File: config.mk
export PLATFORM = sky130hd
export DESIGN_NAME = gpu_write_queue
export DESIGN_NICKNAME = d
export VERILOG_FILES = /design/src/rtl/gpu_write_queue.sv
export SDC_FILE = /design/constraint.sdc
export NUM_CORES = 1
export LEC_CHECK = 0
export ABC_CLOCK_PERIOD_IN_PS = 5350
export BUFFER_PORTS_ARGS = -buffer_cell sky130_fd_sc_hd__buf_4
export CORE_ASPECT_RATIO = 1.2
export CORE_MARGIN = 2
export CORE_UTILIZATION = 50
export DETAILED_ROUTE_END_ITERATION = 8
export GPL_ROUTABILITY_DRIVEN = 0
export HOLD_SLACK_MARGIN = 0.12
export PLACE_DENSITY = 0.74
export SYNTH_ARGS = -nofsm -noshare
export SYNTH_HDL_FRONTEND = slang
export SYNTH_SLANG_ARGS = --single-unit
export TNS_END_PERCENT = 1
File: constraint.sdc
create_clock -name clk -period 5.35 [get_ports clk]
set_input_delay 0 -clock clk [delete_from_list [all_inputs] [get_ports clk]]
set_output_delay 0 -clock clk [all_outputs]
set_load 0.02 [all_outputs]
File: src/rtl/gpu_write_queue.sv
// rtl/gpu_write_queue.sv - command FIFO draining into single-outstanding AXI-lite writes
// Optional misaligned-address discard enabled by macro GPU_WRQ_ALIGN_CHECK_EN.
module gpu_write_queue #(
  parameter int DATA_WIDTH = 32,
  parameter int ADDR_WIDTH = 24,
  parameter int STRB_WIDTH = DATA_WIDTH / 8,
  parameter int DEPTH      = 16
) (
  input  logic                  clk,
  input  logic                  rst,
  input  logic [ADDR_WIDTH-1:0] cmd_addr,
  input  logic [DATA_WIDTH-1:0] cmd_data,
  input  logic                  cmd_valid,
  output logic                  cmd_ready,
  output logic [ADDR_WIDTH-1:0] axil_awaddr,
  output logic [2:0]            axil_awprot,
  output logic                  axil_awvalid,
  input  logic                  axil_awready,
  output logic [DATA_WIDTH-1:0] axil_wdata,
  output logic [STRB_WIDTH-1:0] axil_wstrb,
  output logic                  axil_wvalid,
  input  logic                  axil_wready,
  input  logic [1:0]            axil_bresp,
  input  logic                  axil_bvalid,
  output logic                  axil_bready,
  output logic                  busy,
  output logic [7:0]            err_count
);
  localparam int PTR_W = $clog2(DEPTH);

  typedef enum logic [1:0] {IDLE, SEND, RESP} state_t;

  state_t state, state_next;

  logic [ADDR_WIDTH-1:0] addr_mem [DEPTH];
  logic [DATA_WIDTH-1:0] data_mem [DEPTH];
  logic [PTR_W-1:0]      wr_ptr, rd_ptr;
  logic [PTR_W:0]        count, count_next;
  logic                  push, pop, issue, discard;
  logic                  aw_fire, w_fire, b_fire, err_inc, busy_next;
  logic                  head_misaligned;
  logic [ADDR_WIDTH-1:0] head_addr;

  assign head_addr   = addr_mem[rd_ptr];
  assign cmd_ready   = (count != (PTR_W+1)'(DEPTH));
  assign push        = cmd_valid && cmd_ready;
  assign aw_fire     = axil_awvalid && axil_awready;
  assign w_fire      = axil_wvalid && axil_wready;
  assign b_fire      = axil_bvalid && axil_bready;
  assign axil_wstrb  = '1;
  assign axil_awprot = 3'b000;

`ifdef GPU_WRQ_ALIGN_CHECK_EN
  assign head_misaligned = (head_addr[1:0] != 2'b00);
`else
  assign head_misaligned = 1'b0;
`endif

  always_comb begin
    state_next = state;
    pop        = 1'b0;
    issue      = 1'b0;
    discard    = 1'b0;
    case (state)
      IDLE: begin
        if (count != '0) begin
          pop = 1'b1;
          if (head_misaligned) begin
            discard = 1'b1;
          end else begin
            issue      = 1'b1;
            state_next = SEND;
          end
        end
      end
      // Each channel completes on its own handshake; leave only when both are done.
      SEND: begin
        if ((!axil_awvalid || aw_fire) && (!axil_wvalid || w_fire))
          state_next = RESP;
      end
      RESP: begin
        if (b_fire) state_next = IDLE;
      end
      default: state_next = IDLE;
    endcase
    count_next = count + {{PTR_W{1'b0}}, push} - {{PTR_W{1'b0}}, pop};
    busy_next  = (count_next != '0) || (state_next != IDLE);
    err_inc    = discard || (b_fire && (axil_bresp != 2'b00));
  end

  always_ff @(posedge clk) begin
    if (rst) state <= IDLE;
    else     state <= state_next;
  end

  always_ff @(posedge clk) begin
    if (push) begin
      addr_mem[wr_ptr] <= cmd_addr;
      data_mem[wr_ptr] <= cmd_data;
    end
  end

  always_ff @(posedge clk) begin
    if (rst) begin
      wr_ptr       <= '0;
      rd_ptr       <= '0;
      count        <= '0;
      axil_awaddr  <= '0;
      axil_wdata   <= '0;
      axil_awvalid <= 1'b0;
      axil_wvalid  <= 1'b0;
      axil_bready  <= 1'b0;
      busy         <= 1'b0;
      err_count    <= 8'd0;
    end else begin
      if (push) wr_ptr <= wr_ptr + 1'b1;
      if (pop)  rd_ptr <= rd_ptr + 1'b1;
      count <= count_next;
      if (issue) begin
        axil_awaddr  <= head_addr;
        axil_wdata   <= data_mem[rd_ptr];
        axil_awvalid <= 1'b1;
        axil_wvalid  <= 1'b1;
      end
      if (aw_fire) axil_awvalid <= 1'b0;
      if (w_fire)  axil_wvalid  <= 1'b0;
      axil_bready <= (state_next == RESP);
      busy        <= busy_next;
      if (err_inc && (err_count != 8'hFF)) err_count <= err_count + 8'd1;
    end
  end
endmodule
Word-level counts from Yosys, hierarchy flattened --
Memory sizes are Yosys's and may differ from the RTL's. A register that Yosys moved wholly into a read port is not among the register bits. Cells that the tools add are included.
Word-level totals: flip-flop bits (word level) 27, bits in writable memories 896, output and inout port bits 76, memories kept 2
Memory list:
- data_mem | depth 16, width 32, read ports 1, clocked after Yosys merged registers in 1, wr ports 1, line 36 | logic [DATA_WIDTH-1:0] data_mem [DEPTH];
- addr_mem | depth 16, width 24, read ports 1, clocked after Yosys merged registers in 1, wr ports 1, line 35 | logic [ADDR_WIDTH-1:0] addr_mem [DEPTH];
Operators by class: add/subtract/negate cells 5, equality and inequality tests 5, mux-type cells 8, reductions and logical operators 19
Operator list (count):
- $reduce_bool 5->1 | 2
- $add 4x1->4 const B | 2
- $add 8x1->8 const B | 1
- $ne 8x8->1 const B | 1
- $logic_and 1x1->1 | 7
- $mux 2 | 3
- $pmux 2 s3 | 1
- $add 5x1->5 | 1
- $ne 5x5->1 const B | 1
- $sub 5x1->5 | 1
- $eq 2x2->1 const B | 2
- $mux 1 | 4
- $reduce_bool 2->1 | 2
- $reduce_or 2->1 | 2
- $logic_or 1x1->1 | 3
- $eq 2x1->1 const B | 1
- $logic_not 1->1 | 2
- $logic_not 2->1 | 1

Longest topological paths before layout --
word-level depth 7, depth in mapped cells 14

Least setup slack after synthesis --
Ideal clock, no wire load.
kind register to register, start point register count[2], end point memory addr_mem[1][0] (enable), library setup time 539 ps, arrival 5143 ps, slack -331 ps, cell stages (with the launch flop) 8, path buffers 1, clock period less this slack 5681 ps, cell sequence dfxtp_1 -> inv_1 -> ha_1 -> nand4bb_1 -> and2_1 -> clkbuf_1 -> nand2_1 -> nor3_1
Between the ends: longest elaborated chain between the ends 4
RTL lines:
- start: declaration | line 38 | logic [PTR_W:0] count, count_next;
- start signal: assignment | line 118 | count <= count_next;
- $ne 5x5->1 | line 45 | assign cmd_ready = (count != (PTR_W+1)'(DEPTH));
- via cmd_ready | line 14 | output logic cmd_ready,
- $logic_and 1x1->1 | line 46 | assign push = cmd_valid && cmd_ready;
- $mux 1 | line 97 | if (push) begin
- $mux 1 (not written as such) | line 98 | addr_mem[wr_ptr] <= cmd_addr;
- end: declaration | line 35
The timed path passes the listed nets, and every way through them passes these cells.

Worst setup path after layout --
start point register count[3], end point memory addr_mem[14][20] (enable)
Between the ends: longest elaborated chain between the ends 4
RTL lines (line):
- $ne 5x5->1 | 45
- $logic_and 1x1->1 | 46
- $mux 1 | 97
- $mux 1 (not written as such) | 98
No other way between the ends.

==> results by stage <==
Clock tree:
- Clock tree synthesis selected as its root buffer the cell clkbuf_16.
- The CTS sink count is around 1000.
- The clock latency of the later-clocked register in the worst-skew pair is roughly 640 ps.
- No sink is reached through more buffers than the 3 on the longest clock path.
- After clock tree synthesis, the clock-pin slew on the worst setup and hold paths is roughly 60 ps.
- The maximum level of the CTS H-tree is 3.
- In this run, post-CTS repair resized a total of 0 instances.
- In this run the post-CTS setup repair buffer count came out at 0.
- The TritonCTS clock tree is yes.
- The number of CTS-inserted buffers is 91.

GRT:
- For this run the aggregate overflow at the end of global routing stands at 0.
- The number of antenna violations at the first check in global routing is 2.
- The via count of the first global-routing pass is between 15000 and 20000.
- The overall global routing resource usage is 20.2%.
- The wire length of the first global-routing pass is 115 mm.
- Entering global routing, the biggest net connects just under 80 pins.

STA:
- The final count of pins violating max slew is 0.
- In this run the tightest slew margin relative to its limit is 30.8%.
- On the final layout, the worst clock skew is 21.7 ps.
- For this run, the top clock speed supported by timing is roughly 0.32 GHz.
- Setup violations remaining at the end of the flow were counted as 0.
- Setup repair after global routing left no endpoint under its margin.
- The routed design could run at a clock period as short as approximately 3100 ps.
- The actual slew at the worst max-slew pin is just over 1000 ps.
- The final setup TNS is 0 ps.
- The number of hold violations in the final report is 0.
- The final clock period utilization by the worst path is between 50 and 60%.

Synth:
- For this run, asynchronously set or reset flops after synthesis account for 0%.
- The synthesized design spends more area on one cell type than any other, namely edfxtp_1.
- The average instance area after synthesis is 22.2 um2.
- In the synthesized netlist, the number of instances is about 1700.
- The share of the Yosys chip area taken by registers is between 70% and 80%.
- After synthesis, the cell types taking the most area are edfxtp_1 (73%), mux4_2 (14%), dfxtp_1 (4.5%), mux2_2 (1.7%), mux2i_1 (1.5%).
- The synthesized design contains 896 enable-type register cells.
- The total number of yosys warnings is 0.
- The netlist area before placement is 37000 um2.
- Counting distinct cell types in the post-synthesis netlist gives slightly below 50.
- The flip-flop and latch count after synthesis is approximately 980.
- Among all flip-flop cells after synthesis, the most frequent one is edfxtp_1.
- The top cell type by area accounts for approximately 73% of the synthesized area.

Route:
- Before antenna repair, the detailed router went through 5 iterations.
- The routed design uses 3.83 mm of met3 wire.
- Dividing the detail-routed via count by the number of cells gives between 5 and 6.
- The remaining antenna violation count is 0.
- After detailed routing, the wire length on met1 is 29.4 mm.
- Routed signal wires occupy layers up through met5.
- The DRC violations left is 0.
- The detail-routed net length per standard cell is between 20 and 30 um.
- For this block, the routed nets add up to about 76 mm of wire.
- The routed layout has 17259 vias.
- Wire segments on met2 add up to roughly 40 mm in the final route.
- The detailed router finished its first iteration with between 1500 and 2000 violations.

Finish:
- The layout overhead on the synthesized area is 16.1%.
- The count of cells in the finished layout, fillers not included, comes to about 2900.
- The number of antenna repair diodes is 0.
- In the final design database the tool counted 1984 nets.
- The number of filler cells placed in the layout is 5040.
- The ratio of cells with drive above 1 in the final layout is 31.4%.

Hold path:
- The worst hold-check path type is primary input to flop.

Setup path:
- By startpoint and endpoint, the worst setup path is classified as flop to flop.
- For the worst setup path, the data arrival time is between 3000 and 4000 ps.
- The worst setup path is captured at a flop.
- The required time of the worst setup path is roughly 5600 ps.
- For this design, the slowest cell found on the critical path is nor2_4.
- The largest fanout on the critical path is 30.
- The nature of the critical path startpoint is a flop.
- Traced cell by cell, the critical path runs through inv_1 > ha_1 > nand4bb_1 > and2_1 > nand2_1 > nor2_4 > buf_4.
- In this design, the stage delay of the slowest critical-path cell is about 730 ps.

Floorplanning:
- 140 I/O pins were placed.
- The overall die height is just over 300 um.
- The number of placement rows is roughly 110.
- The starting utilization of the core area is a little over 50%.
- The die area is 76200 um2.
- The die width is about 250 um.
- The core region is between 70000 and 80000 um2.

Status:
- The flow ran to the end, and the final reports show no timing, DRC or antenna violations.

Power and ir drop:
- The peak supply drop is between 300 and 400 uV.
- The leakage power figure is ~14 nW.
- The power density relative to cell area is ~460 nW/um2.

Flow run:
- The reported max-cap violation count is 0.

Placement:
- The number of I/O port buffers is about 130.
- In this run, placement finished with an instance count of between 2000 and 3000.
- Detailed placement ended at an HPWL of 44.3 mm.
## repair_timing
| item | 4_1_cts | 5_1_grt |
|---|---|---|
| setup endpoints to repair | 0 | 0 |
| hold endpoints to repair | 923 | 0 |
| hold buffers | 66 | 0 |
## final timing paths
path / start / endpoint / slack, ps / cells after the start
worst max-delay path: count[3] / addr_mem[14][20] / 2250 / 7
worst min-delay path: cmd_addr[11] / addr_mem[2][11] / 220 / 2
worst max register to register: count[3] / addr_mem[14][20] / 2250 / 7
worst min register to register: axil_awaddr[18] / axil_awaddr[18] / 510 / 2
## area by class of cell
cell class	count	area (um2)	share of cell area [%]
Tap cell	943	1180	2.75
Clock inverter	46	531	1.23
Multi-Input combinational cell	585	8010	18.6
Sequential cell	979	28600	66.5
Timing Repair Buffer	239	2050	4.76
Clock buffer	125	2580	6.01
Inverter	11	41.3	0.0961
## state kept, by name, indices dropped and copies added, names as in the netlist
register	cells
addr_mem	384
axil_awaddr	24
axil_awvalid	1
axil_bready	1
axil_wdata	32
axil_wvalid	1
busy	1
count	5
data_mem	512
err_count	8
rd_ptr	4
state	2
wr_ptr	4
## synth_stat cells, types with 6 or more instances
library cell,n
xnor2_1,10
a21oi_1,13
inv_1,10
a22oi_1,41
o21ai_1,21
edfxtp_1,896
dfxtp_1,83
ha_1,12
mux4_2,224
nor3_1,6
buf_1,7
buf_4,28
nor2_1,28
nand2_1,13
buf_2,20
o21ai_0,36
nand3_1,7
a22oi_2,15
clkbuf_1,28
mux2i_1,57
mux2_2,56
## power by group
group          switching (mW)  internal, mW
Clock                    2.73          3.92
Sequential              0.332          8.73
Combinational            2.13          2.09
Total                    5.20          14.7
## layer usage
layer  track usage [%]  vias up
li1                  -     7420
met3              2.79      117
met4              6.68        4
met2              35.9      564
met5                 0        -
met1              26.0     9154
## through the flow
step,total power [mW],hold WS [ps],setup WS [ps],area [um2],util [%]
after floorplan,12.2,98.9,-331,37000,-
after detailed placement,13.5,309,2240,39200,53.3
after global placement,13.4,297,2290,39200,53.3
final,19.9,215,2250,43000,58.5
after CTS,20.2,175,2220,43000,58.5
after global routing,20.7,220,2040,43000,58.5
## worst max-delay path: cells and delay by family, from the launching register on
kind	cells	cell delay [ps]
AND/OR/NAND/NOR	4	1450
buffers and inverters	2	670
flip-flops	1	360
adder cells (fa/ha/maj)	1	210
## cell usage in the layout (no fill, tap or decap), types with 36 or more instances in the layout
cell	count
dfxtp_1	80
o21ai_0	36
mux4_2	224
dlygate4sd3_1	66
edfxtp_1	896
buf_4	166
mux2i_1	57
clkbuf_16	96
mux2_2	56
a22oi_1	41
## kinds of logic (layout without fill, tap and decap cells)
kind of cell | after synthesis | count (layout) | synth area share [%]
flip-flops | 979 | 979 | 77.2
buffers and inverters | 105 | 421 | 1.61
other | 2 | 7 | 0.0203
adder cells (fa/ha/maj) | 13 | 13 | 0.460
AO/OA/AOI/OAI | 135 | 135 | 2.47
AND/OR/NAND/NOR | 79 | 79 | 1.08
multiplexers | 337 | 337 | 16.9
XOR/XNOR | 14 | 14 | 0.331
Power figures use the tool's default switching activity.
